[config.mk]
export PLATFORM = sky130hd
export DESIGN_NAME = ram_ctrl
export DESIGN_NICKNAME = d
export VERILOG_FILES = /design/src/rtl/ram_ctrl_pkg.sv /design/src/rtl/ram_ctrl_arb.sv /design/src/rtl/ram_ctrl.sv
export SDC_FILE = /design/constraint.sdc
export NUM_CORES = 1
export LEC_CHECK = 0
export BUFFER_PORTS_ARGS = -buffer_cell sky130_fd_sc_hd__clkbuf_2
export CORE_ASPECT_RATIO = 0.9
export CORE_MARGIN = 5
export CORE_UTILIZATION = 34
export CTS_BUF_LIST = sky130_fd_sc_hd__clkbuf_2 sky130_fd_sc_hd__clkbuf_4 sky130_fd_sc_hd__clkbuf_8
export DETAILED_ROUTE_END_ITERATION = 7
export PLACE_DENSITY = 0.67
export SYNTH_ARGS = -nofsm -noshare
export SYNTH_HDL_FRONTEND = slang
export SYNTH_SLANG_ARGS = --single-unit
[constraint.sdc]
create_clock -name clk -period 1.9 [get_ports clk]
set_input_delay 0.095 -clock clk [delete_from_list [all_inputs] [get_ports clk]]
set_output_delay 0.095 -clock clk [all_outputs]
set_load 0.02 [all_outputs]
[src/rtl/ram_ctrl_pkg.sv]
// Shared types and constants for the data-RAM access controller.
package ram_ctrl_pkg;

  typedef enum logic {
    INIT = 1'b0,
    RUN  = 1'b1
  } state_e;

  localparam int unsigned DEF_ADDR_W = 11;
  localparam int unsigned DEF_DATA_W = 32;

  // Requester indices into request/grant vectors
  localparam int unsigned CPU     = 0;
  localparam int unsigned DMA     = 1;
  localparam int unsigned NUM_REQ = 2;

  // Wide enough for the largest legal DMA wait limit (15)
  localparam int unsigned WAIT_W = 4;

endpackage

[src/rtl/ram_ctrl_arb.sv]
// Two-way CPU-priority arbiter; DMA is forced through after MAX_WAIT straight losses.
module ram_ctrl_arb
  import ram_ctrl_pkg::*;
#(
  parameter int unsigned MAX_WAIT = 4
) (
  input  logic               clk,
  input  logic               rst,
  input  logic               en,
  input  logic [NUM_REQ-1:0] req,
  output logic [NUM_REQ-1:0] gnt_c
);

  logic [WAIT_W-1:0] wait_cnt;

  // Grant: DMA wins when the CPU is idle or DMA has waited its limit
  always_comb begin
    gnt_c = '0;
    if (en) begin
      gnt_c[DMA] = req[DMA] & (~req[CPU] | (wait_cnt == WAIT_W'(MAX_WAIT)));
      gnt_c[CPU] = req[CPU] & ~gnt_c[DMA];
    end
  end

  // Count consecutive cycles in which a pending DMA request lost to the CPU
  always_ff @(posedge clk or negedge rst) begin
    if (!rst) begin
      wait_cnt <= '0;
    end else if (!en || gnt_c[DMA] || !req[DMA]) begin
      wait_cnt <= '0;
    end else if (gnt_c[CPU]) begin
      wait_cnt <= wait_cnt + WAIT_W'(1);
    end
  end

endmodule

[src/rtl/ram_ctrl.sv]
// Data-RAM controller: zero sweep after reset, then CPU/DMA sharing of the single RAM port.
module ram_ctrl
  import ram_ctrl_pkg::*;
#(
  parameter int unsigned ADDR_W         = DEF_ADDR_W,
  parameter int unsigned DATA_W         = DEF_DATA_W,
  parameter bit          CLEAR_ON_RESET = 1'b1,
  parameter int unsigned DMA_MAX_WAIT   = 4
) (
  input  logic              clk,
  input  logic              rst,
  input  logic              cpu_req,
  input  logic              cpu_we,
  input  logic [ADDR_W-1:0] cpu_addr,
  input  logic [DATA_W-1:0] cpu_wdata,
  output logic              cpu_gnt,
  output logic              cpu_rvalid,
  output logic [DATA_W-1:0] cpu_rdata,
  input  logic              dma_req,
  input  logic              dma_we,
  input  logic [ADDR_W-1:0] dma_addr,
  input  logic [DATA_W-1:0] dma_wdata,
  output logic              dma_gnt,
  output logic              dma_rvalid,
  output logic [DATA_W-1:0] dma_rdata,
  output logic              ram_wen,
  output logic [ADDR_W-1:0] ram_addr,
  output logic [DATA_W-1:0] ram_wdata,
  input  logic [DATA_W-1:0] ram_rdata,
  output logic              busy
);

  localparam state_e RESET_STATE = CLEAR_ON_RESET ? INIT : RUN;

  state_e             state;
  logic [ADDR_W-1:0]  clr_cnt;
  logic [ADDR_W-1:0]  last_addr;
  logic [NUM_REQ-1:0] req;
  logic [NUM_REQ-1:0] gnt;
  logic               run_en;

  // Arbitration only while out of reset and past the sweep
  assign run_en   = rst & (state == RUN);
  assign req[CPU] = cpu_req;
  assign req[DMA] = dma_req;

  ram_ctrl_arb #(
    .MAX_WAIT (DMA_MAX_WAIT)
  ) u_arb (
    .clk   (clk),
    .rst   (rst),
    .en    (run_en),
    .req   (req),
    .gnt_c (gnt)
  );

  assign cpu_gnt = gnt[CPU];
  assign dma_gnt = gnt[DMA];
  assign busy    = (state == INIT);

  // Sweep state and clear counter; the counter wrap ends the sweep
  always_ff @(posedge clk or negedge rst) begin
    if (!rst) begin
      state   <= RESET_STATE;
      clr_cnt <= '0;
    end else if (state == INIT) begin
      clr_cnt <= clr_cnt + ADDR_W'(1);
      if (&clr_cnt) begin
        state <= RUN;
      end
    end
  end

  // RAM port mux: sweep, then the grant winner; address holds when idle
  always_comb begin
    ram_wen   = 1'b0;
    ram_addr  = last_addr;
    ram_wdata = '0;
    if (!rst) begin
      ram_addr = '0;
    end else if (state == INIT) begin
      ram_wen  = 1'b1;
      ram_addr = clr_cnt;
    end else if (gnt[DMA]) begin
      ram_wen   = dma_we;
      ram_addr  = dma_addr;
      ram_wdata = dma_wdata;
    end else if (gnt[CPU]) begin
      ram_wen   = cpu_we;
      ram_addr  = cpu_addr;
      ram_wdata = cpu_wdata;
    end
  end

  // Remember the last driven address so it can be held on idle cycles
  always_ff @(posedge clk or negedge rst) begin
    if (!rst) begin
      last_addr <= '0;
    end else begin
      last_addr <= ram_addr;
    end
  end

  // Per-requester read data capture and one-cycle-late valid
  always_ff @(posedge clk or negedge rst) begin
    if (!rst) begin
      cpu_rvalid <= 1'b0;
      cpu_rdata  <= '0;
      dma_rvalid <= 1'b0;
      dma_rdata  <= '0;
    end else begin
      cpu_rvalid <= gnt[CPU] & ~cpu_we;
      dma_rvalid <= gnt[DMA] & ~dma_we;
      if (gnt[CPU] & ~cpu_we) begin
        cpu_rdata <= ram_rdata;
      end
      if (gnt[DMA] & ~dma_we) begin
        dma_rdata <= ram_rdata;
      end
    end
  end

endmodule
* Word-level counts from Yosys, hierarchy flattened
Cells that the tools add are included.
** Word-level totals
- Bits in registers :: 93
- Input bits :: 124
- Output and inout bits :: 113
- Logic and storage cells :: 45
** Operators by class
- $add $sub $neg :: 2
- Equality and inequality tests :: 1
- Muxes and demuxes :: 17
- Bitwise operators :: 11
- Reduce and logical (&&, ||, !) cells :: 6
** Operators with widths (number)
- 32-bit 2-to-1 mux :: 4
- 11-bit 2-to-1 mux :: 4
- 11-bit by 1-bit adder with 11-bit output, second input constant :: 1
- 11-bit AND reduction :: 1
- 4-bit 2-to-1 mux :: 2
- 1-bit 2-to-1 mux :: 6
- 1-bit AND :: 5
- 1-bit inverter :: 5
- 4-bit by 1-bit adder with 4-bit output, second input constant :: 1
- 4-bit by 3-bit equality test with 1-bit output, second input constant :: 1
- 1-bit zero test :: 2
- 1-bit logical OR :: 2
- 2-bit 2-to-1 mux :: 1
- 2-bit nonzero test :: 1
- 1-bit OR :: 1

* Longest topological paths before layout
Gate-level depths: netlist (run 1).
- Depth after elaboration :: 10
- Depth in mapped cells :: 7
- Mapped depth without buffers :: 5

* Modules after synthesis
From an unflattened synthesis (run 1), not the netlist that was laid out.
** Unflattened totals
- Cell total of the unflattened synthesis :: 348
- Area total of the unflattened synthesis :: 4561.9 µm²
** Modules (own cells, without submodules)
- ram_ctrl :: times used 1, cells an instance 326, area each 4330.4 µm², sequential area each 2227.1 µm²
- ram_ctrl_arb :: times used 1, cells an instance 22, area each 231.5 µm², sequential area each 100.1 µm²

* Worst setup path before layout (run 1)
Ideal clock, no wire load.
- Path type :: reg2reg
- Start :: reg u_arb.wait_cnt[0]
- End :: reg last_addr[2]
- Arrival :: 1811 ps
- Setup slack :: -97 ps
- Cell stages (with the launch flop) :: 8
- Buffers on the path :: 2
- Period minus slack after synthesis :: 1997 ps
- Cells stage by stage :: dfrtp_1 -> inv_1 -> ha_1 -> and4b_1 -> buf_2 -> buf_2 -> o221ai_1 -> o21ai_0
** Between the ends
- Longest elaborated chain between the ends :: 10
** RTL lines
- from (decl) :: RTL line ram_ctrl_arb.sv:14 : logic [WAIT_W-1:0] wait_cnt;
- from (signal assigned) :: RTL line ram_ctrl_arb.sv:32 : wait_cnt <= wait_cnt + WAIT_W'(1);
- 4-bit by 3-bit equality test with 1-bit output (*) :: RTL line ram_ctrl_arb.sv:20 : gnt_c[DMA] = req[DMA] & (~req[CPU] | (wait_cnt == WAIT_W'(MAX_WAIT)));
- 1-bit OR (*) :: RTL line ram_ctrl_arb.sv:20
- 1-bit AND (*) :: RTL line ram_ctrl_arb.sv:20
- 1-bit inverter :: RTL line ram_ctrl_arb.sv:21 : gnt_c[CPU] = req[CPU] & ~gnt_c[DMA];
- 1-bit AND :: RTL line ram_ctrl_arb.sv:21
- 2-bit 2-to-1 mux (*) :: RTL line ram_ctrl_arb.sv:19 : if (en) begin
- 11-bit 2-to-1 mux :: RTL line ram_ctrl.sv:88 : end else if (gnt[CPU]) begin
- 11-bit 2-to-1 mux (*) :: RTL line ram_ctrl.sv:84 : end else if (gnt[DMA]) begin
- 11-bit 2-to-1 mux (*) :: RTL line ram_ctrl.sv:81 : end else if (state == INIT) begin
- 11-bit 2-to-1 mux (*) :: RTL line ram_ctrl.sv:79 : if (!rst) begin
- net ram_addr[2] :: RTL line ram_ctrl.sv:27 : output logic [ADDR_W-1:0] ram_addr,
- to (signal assigned) :: RTL line ram_ctrl.sv:100 : last_addr <= ram_addr;
- to (decl) :: RTL line ram_ctrl.sv:37 : logic [ADDR_W-1:0] last_addr;
Mark *: on every way through the listed nets, which the timed path passes. The rest lies on a longest branch.
A chain may end at the register's enable or synchronous reset.

* Final worst setup path (run 1)
- Start :: reg u_arb.wait_cnt[1]
- End :: out ram_wdata[30]
** Between the ends
- Longest elaborated chain between the ends :: 10
** RTL lines
- 4-bit by 3-bit equality test with 1-bit output (*) :: RTL line ram_ctrl_arb.sv:20
- 1-bit OR (*) :: RTL line ram_ctrl_arb.sv:20
- 1-bit AND (*) :: RTL line ram_ctrl_arb.sv:20
- 1-bit inverter :: RTL line ram_ctrl_arb.sv:21
- 1-bit AND :: RTL line ram_ctrl_arb.sv:21
- 2-bit 2-to-1 mux (*) :: RTL line ram_ctrl_arb.sv:19
- 32-bit 2-to-1 mux :: RTL line ram_ctrl.sv:88
- 32-bit 2-to-1 mux (*) :: RTL line ram_ctrl.sv:84
- 32-bit 2-to-1 mux (*) :: RTL line ram_ctrl.sv:81
- 32-bit 2-to-1 mux (*) :: RTL line ram_ctrl.sv:79
- to (decl) :: RTL line ram_ctrl.sv:28 : output logic [DATA_W-1:0] ram_wdata,
Mark *: on every way between the ends. The rest lies on a longest branch, timed or not.

==> flow_summary_export.csv, run 1 <==
group,metric,value,unit
run_status,status,"finished, violations left",
run_status,violations,"negative setup slack",
pwr,p_leak,3.87,nW
synthesis,synth_edf_count,0,
synthesis,ys.flop_type,"dfrtp_1",
synthesis,synthAdderAreaFrac,0.842,%
synthesis,synth_area_leader_cell,"dfrtp_1",
synthesis,yosys.area_share.simple,10.8,%
detailed_routing,via_per_inst,5.30,
global_route,antenna_found_initial,0,
sta,max_slew_margin,45.6,%
place,dpl.hpwl,10800,um
critical_path,path_cells,"inv_2 -> ha_4 -> and4b_2 -> buf_6 -> clkbuf_16 -> o21ai_0 -> a21oi_1 -> buf_4",
critical_path,slowest_stage,"dfrtp_1",
synthesis,synth_seq_cells,93,
detailed_routing,drt-initial-drc-count,393,
sta,finalMaxSlewViolations,0,
clock_network,cts_sinks,93,
sta,period_share,109,%
detailed_routing,drc,0,
global_route,grt_start_max_net_pins,67,
global_route,overflow,0,
critical_path,required,1.80,ns
floorplanning,coreArea,12800,um2
synthesis,muxShareOfSynthArea,16.4,%
place,dp_slack,0.0470,ns
finish,final_area,7470,um2
floorplanning,die_h,119,um
synthesis,synth_xor_area_share,2.36,%
floorplanning,initial_utilization,34.9,%
critical_path,path_buf_inv,4,
finish,instances_no_fill,872,
detailed_routing,ant_nets,0,
clock_network,clockBufferDepth,2,
synthesis,seq_area_frac_synth,52.2,%
sta,hold_viol,0,
clock_network,cts_tree,"built",
pwr,ir_drop,295,uV
clock_network,numCtsBuffers,9,
floorplanning,die_w,131,um
clock_network,clkSlewWorstSetupHoldPaths,0.09,ns
synthesis,yosysWarnings,0,
synthesis,synth_nets,529,
critical_path,path_delay_family,"buffers and inverters",
clock_network,h-tree-depth,3,
synthesis,async_flop_share,100,%
sta,rsz0062_at_grt,"yes",
synthesis,synth_top_family_by_area,"multiplexers",
place,portBuffers,236,
critical_path,max_stage_delay,0.40,ns
critical_path,setup.worst_path.start_class,"flip-flop",
place,placed_cells,788,
synthesis,syn_area,4460,um2
detailed_routing,drt_wl_total,17600,um
floorplanning,die_area,15500,um2
clock_network,cts-root-buf,"clkbuf_8",
pwr,power.density,496,nW/um2
detailed_routing,num_vias,4623,
synthesis,synth_cells,402,
detailed_routing,wl_per_cell,20.2,um
sta,skew,0.0178,ns
sta,tightest_slew,0.816,ns
critical_path,end_kind,"primary output",
detailed_routing,drt-pass1-iter-count,6,
global_route,grt_pass1_vias,4496,
place,placed_cell_area,5880,um2
global_route,grtUsageTotal,19.1,%
sta,fin_ws,-0.169,ns
hold_path,hold_class,"in -> async",
sta,setup-violations-final,109,
sta,period_needed,2.07,ns
synthesis,netlist-cell-type-count,36,
finish,nNetsFinal,831,
sta,fin_setup_tns,-10.05,ns
floorplanning,rows,39,
sta,fmax,483,MHz
floorplanning,num_io_pins,237,
clock_network,clkLatencyLatePin,0.36,ns
finish,syn2layout_area_growth,67.8,%
synthesis,synth_compound_area_share,13.4,%
run,cap_viol_max_count,0,
finish,fin_util,58.5,%
synthesis,synthTopCellsByArea,"dfrtp_1, mux2_2, o21ai_0",
place,gp_congestion,0.911,
synthesis,syn_avg_cell_area,11.1,um2
finish,drive_above_1_share,57.2,%
critical_path,path_max_fanout,5,
synthesis,synth_top_area_share,52.2,%
critical_path,cp.arrival,1.97,ns
global_route,grt_pass1_wl,23800,um
finish,diodes,0,
finish,fillerInstances,1067,
critical_path,critical_path_class,"reg -> out",
[worst register-to-register path: cells and delay by family (launching register included)]
family | cells | cell delay (ns)
compound gates | 1 | 0.19
mux | 1 | 0.31
flops | 1 | 0.40
simple gates | 1 | 0.18
buf+inv | 5 | 0.74
fa+ha+maj | 1 | 0.14
[power by group]
| part | switching [W] | internal [W] | total [W] |
|---|---|---|---|
| Combinational | 0.000202 | 0.000193 | 0.000395 |
| Sequential | 0.000000628 | 0.00198 | 0.00198 |
| Clock | 0.000717 | 0.000614 | 0.00133 |
[path summary, 6_finish.rpt]
kind / start / endpoint / slack [ns] / depth (start not counted)
max: u_arb.wait_cnt[1]$_DFFE_PN0P_ / ram_wdata[30] / -0.17 / 8
min: rst / dma_rdata[29]$_DFFE_PN0P_ / 0.02 / 2
max reg2reg: u_arb.wait_cnt[1]$_DFFE_PN0P_ / dma_rdata[29]$_DFFE_PN0P_ / -0.15 / 9
min reg2reg: clr_cnt[9]$_DFFE_PN0N_ / clr_cnt[9]$_DFFE_PN0N_ / 0.51 / 1
max in group asynchronous: rst / clr_cnt[4]$_DFFE_PN0N_ / 0.94 / 3
min in group clk: dma_addr[6] / last_addr[6]$_DFF_PN0_ / 0.05 / 3
[per-stage QoR]
step | hold WS [ns] | power [W]
2_1_floorplan | -0.201 | 0.00211
3_3_place_gp | -0.0345 | 0.00231
3_5_place_dp | -0.0296 | 0.00232
4_1_cts | 0.0245 | 0.00373
5_1_grt | 0.0414 | 0.00386
6_report | 0.0227 | 0.00371
[per-layer routing]
layer / up-vias / wire [um] / GRT usage (%)
met5: - / 0 / 0
met4: 0 / 293 / 5.21
met2: 220 / 9310 / 32.8
met1: 2296 / 6790 / 23.4
met3: 41 / 1230 / 5.14
li1: 2066 / - / -
[synthesized netlist by cell type (3+ instances only)]
cell type  instances
dfrtp_1           93
o221ai_1           9
o21ai_0           47
nand4_1            7
a21oi_1           36
xnor2_1            9
nand3_1           35
mux2_2            65
a211oi_1           6
nand2b_1          11
buf_6              3
nor2_1             5
ha_1               3
xor2_1             3
clkbuf_1          21
nand2_1           15
inv_1              6
buf_2              6
[flip-flops by register name (all words and copies together) (netlist names)]
| name | flops |
|---|---|
| clr_cnt | 11 |
| last_addr | 11 |
| u_arb.wait_cnt | 4 |
| dma_rvalid | 1 |
| cpu_rdata | 32 |
| cpu_rvalid | 1 |
| state | 1 |
| dma_rdata | 32 |
[repair_timing]
| item | in CTS | in global routing |
|---|---|---|
| resized for setup | 82 | 156 |
| pin swaps | 22 | 25 |
| endpoints found under the hold margin | 91 | 0 |
| hold buffers | 33 | 0 |
| gates cloned | 4 | 11 |
| buffers inserted | 11 | 11 |
| endpoints found under the setup margin | 44 | 110 |
[logic make-up (layout without fill, tap and decap cells)]
logic type      Yosys count  in the layout
mux                      65             65
compound gates          104            104
flops                    93             93
xor+xnor                 12             12
buf+inv                  38            344
simple gates             87             87
fa+ha+maj                 3              3
[placed cells by master, fill, tap and decap left out, types with 3 or more instances in the layout]
| master | instances |
|---|---|
| clkbuf_2 | 189 |
| dfrtp_1 | 93 |
| mux2_4 | 64 |
| buf_4 | 61 |
| dlygate4sd3_1 | 33 |
| o21ai_1 | 28 |
| nand3_1 | 27 |
| a21oi_1 | 26 |
| nand2_1 | 15 |
| o21ai_0 | 15 |
| buf_6 | 15 |
| nand2b_1 | 11 |
| clkbuf_8 | 11 |
| o221ai_1 | 9 |
| a21oi_2 | 9 |
| xnor2_1 | 9 |
| clkbuf_16 | 8 |
| nand3_2 | 7 |
| nand4_1 | 7 |
| buf_12 | 6 |
| clkbuf_4 | 6 |
| nor2_1 | 5 |
| inv_1 | 4 |
| a211oi_1 | 4 |
| o21ai_2 | 4 |
| xor2_1 | 3 |
| inv_6 | 3 |
[area by class of cell]
| class | instances | area (um2) | area share [%] |
|---|---|---|---|
| well taps | 164 | 205 | 2.75 |
| flip-flops and latches | 93 | 2330 | 31.1 |
| multi-input cells | 271 | 2360 | 31.6 |
| inverters | 6 | 22.5 | 0.301 |
| repair buffers | 323 | 2370 | 31.7 |
| clock buffers | 9 | 124 | 1.66 |
| clock inverters | 6 | 68.8 | 0.921 |
Power figures use the tool's default switching activity.
==> inputs of run 2 (changes only) <==
ABC_AREA = 1   (was default)
CELL_PAD_IN_SITES_DETAIL_PLACEMENT = 1   (was default)
CELL_PAD_IN_SITES_GLOBAL_PLACEMENT = 2   (was default)
CORE_UTILIZATION = 23   (was 34)
PLACE_DENSITY = 0.8   (was 0.67)
==> flow_summary_export.csv, run 2 <==
group,metric,value,unit
detailed_routing,drt_wl_total,17200,um
synthesis,yosysMostFrequentCell,"nand2_1",
detailed_routing,wl_per_cell,17.0,um
detailed_routing,via_per_inst,4.30,
clock_network,clkSlewWorstSetupHoldPaths,0.11,ns
clock_network,clkLatencyLatePin,0.38,ns
detailed_routing,dr.max_layer_used,"met4",
global_route,grt_pass1_wl,25800,um
global_route,antenna_found_initial,0,
sta,tightest_slew,0.809,ns
synthesis,synth_nets,607,
detailed_routing,wl_met3,1720,um
run,cap_viol_max_count,0,
synthesis,syn_area,4360,um2
synthesis,yosysWarnings,0,
floorplanning,rows,47,
floorplanning,die_area,21800,um2
floorplanning,num_io_pins,237,
global_route,grt_start_max_net_pins,66,
critical_path,path_cells,"inv_1 -> ha_2 -> nand3_2 -> nand2_4 -> nand2_4 -> nand3_4 -> clkinv_4 -> buf_12 -> buf_4 -> a22o_1 -> clkbuf_8",
finish,instances_no_fill,1011,
sta,max_slew_margin,45.9,%
sta,setup-violations-final,44,
critical_path,max_stage_delay,0.39,ns
detailed_routing,drc,0,
synthesis,synth_seq_cells,93,
hold_path,hold_class,"in -> async",
floorplanning,die_h,141,um
synthesis,seq_area_frac_synth,53.4,%
pwr,p_leak,3.76,nW
critical_path,setup.worst_path.start_class,"flip-flop",
finish,fin_util,37.6,%
critical_path,critical_path_class,"reg -> out",
sta,whs,0.00446,ns
finish,drive_above_1_share,44.8,%
sta,fin_ws,-0.219,ns
detailed_routing,route.met2.wl,8160,um
critical_path,crit_top_cell,"nand2_4",
floorplanning,coreArea,18500,um2
finish,fillerInstances,2193,
finish,multi_input_area,1770,um2
critical_path,path_max_fanout,6,
clock_network,numCtsBuffers,9,
synthesis,syn_avg_cell_area,9.09,um2
finish,diodes,0,
clock_network,cts_tree,"built",
pwr,power.density,533,nW/um2
floorplanning,die_w,155,um
critical_path,cp.arrival,2.02,ns
finish,final_cell_mix,"clkbuf_2, nand2_1, dfrtp_1",
clock_network,clockBufferDepth,2,
clock_network,cts-root-buf,"clkbuf_8",
sta,period_needed,2.12,ns
synthesis,synth_area_leader_cell,"dfrtp_1",
clock_network,cts_sinks,93,
sta,finalMaxSlewViolations,0,
finish,nNetsFinal,888,
pwr,ir_drop,321,uV
detailed_routing,drt-pass1-iter-count,4,
global_route,grtUsageTotal,15.0,%
detailed_routing,num_vias,4351,
global_route,overflow,0,
place,gp_congestion,0.736,
finish,syn2layout_area_growth,59.5,%
finish,reg.largest.list,"cpu_rdata x32, dma_rdata x32",
sta,rsz0062_at_grt,"yes",
place,dp_slack,0.0836,ns
finish,final_common_cell,"clkbuf_2",
detailed_routing,drt-initial-drc-count,145,
floorplanning,initial_utilization,23.5,%
detailed_routing,ant_nets,0,
detailed_routing,m1WireLength,7160,um
sta,period_share,112,%
global_route,grt_pass1_vias,4640,
synthesis,synth_top_area_share,53.4,%
synthesis,netlist-cell-type-count,29,
place,dpl.hpwl,12500,um
synthesis,synth_cells,480,
synthesis,ys.flop_type,"dfrtp_1",
synthesis,synthTopCellsByCount,"nand2_1, dfrtp_1, inv_1",
sta,fmax,472,MHz
sta,skew,0.0230,ns
place,placed_cells,950,
place,portBuffers,236,
critical_path,required,1.80,ns
clock_network,h-tree-depth,3,
synthesis,synthTopCellsByArea,"dfrtp_1, nand2_1, a22o_1",
critical_path,slowest_stage,"dfrtp_1",
pwr,total_power,0.00371,W
run_status,status,"finished, violations left",
finish,layout.area.seq,2330,um2
synthesis,async_flop_share,100,%
synthesis,synth_edf_count,0,
critical_path,end_kind,"primary output",
sta,hold_viol,0,
run_status,violations,"negative setup slack",
[run 2: cell types whose count changed in the layout (fill, tap and decap cells not counted), moves of 25 or more]
cell and change:
buf_4 -43, mux2_4 -64, inv_1 +58, a21oi_1 -25
a22o_1 +30, nand2_1 +90
[run 2: critical path, delay by kind of cell, from the launching register on]
kind,cells,cell delay (ns)
buffers and inverters,5,0.59
AO/OA/AOI/OAI,1,0.18
flip-flops,1,0.39
AND/OR/NAND/NOR,4,0.34
adder cells (fa/ha/maj),1,0.16
[run 2: final timing paths]
kind                                                from                       endpoint  slack [ns]  depth (start not counted)
setup / recovery           u_arb.wait_cnt[1]$_DFFE_PN0P_                   ram_wdata[8]       -0.22                         11
hold / removal                                       rst      cpu_rdata[24]$_DFFE_PN0P_       0.004                          3
setup reg to reg           u_arb.wait_cnt[0]$_DFFE_PN0P_       cpu_rdata[2]$_DFFE_PN0P_        0.11                         10
hold reg to reg                 dma_rdata[3]$_DFFE_PN0P_       dma_rdata[3]$_DFFE_PN0P_        0.49                          2
max in group asynchronous                            rst  u_arb.wait_cnt[0]$_DFFE_PN0P_        0.89                          3
min in group clk                            dma_addr[10]        last_addr[10]$_DFF_PN0_        0.04                          5
[run 2: cell type report]
type                            count  area share (%)
Inverter                           67            3.79
Clock inverter                      7            1.17
Sequential cell                    93            33.5
Clock buffer                        9            1.78
Tap cell                          245            4.41
Multi-Input combinational cell    292            25.5
Timing Repair Buffer              298            29.9
[run 2: what timing repair did]
| action | 4_1_cts | 5_1_grt |
|---|---|---|
| setup buffers | 5 | 3 |
| endpoints found under the setup margin | 46 | 77 |
| gates cloned | 1 | 2 |
| resized for setup | 55 | 103 |
| hold endpoints to repair | 97 | 0 |
| hold buffers | 35 | 0 |
| pin swaps | 1 | 14 |
[run 2: through the flow]
step           area [um2]  TNS (ns)
2_1_floorplan        4360         0
3_3_place_gp         5860         0
3_5_place_dp         5860         0
4_1_cts              6690     -9.59
5_1_grt              6960    -11.39
6_report             6960     -6.33
[run 2: logic make-up (layout without fill, tap and decap cells)]
group / Yosys count / count (layout) / synth area share [%]
AO/OA/AOI/OAI: 121 / 121 / 18.6
adder cells (fa/ha/maj): 3 / 3 / 0.861
AND/OR/NAND/NOR: 158 / 158 / 15.5
XOR/XNOR: 10 / 10 / 2.01
flip-flops: 93 / 93 / 53.4
buffers and inverters: 95 / 381 / 9.61
[run 2: power breakdown]
part | internal (W) | switching (W)
clock network | 0.000538 | 0.000869
logic | 0.000166 | 0.000155
registers | 0.00198 | 0.00000114
total | 0.00268 | 0.00102
[run 2: per-layer routing]
layer / up-vias / global-route usage (%)
li1: 2121 / -
met1: 2035 / 18.5
met2: 184 / 25.1
met3: 11 / 6.04
met4: 0 / 2.79
met5: - / 0
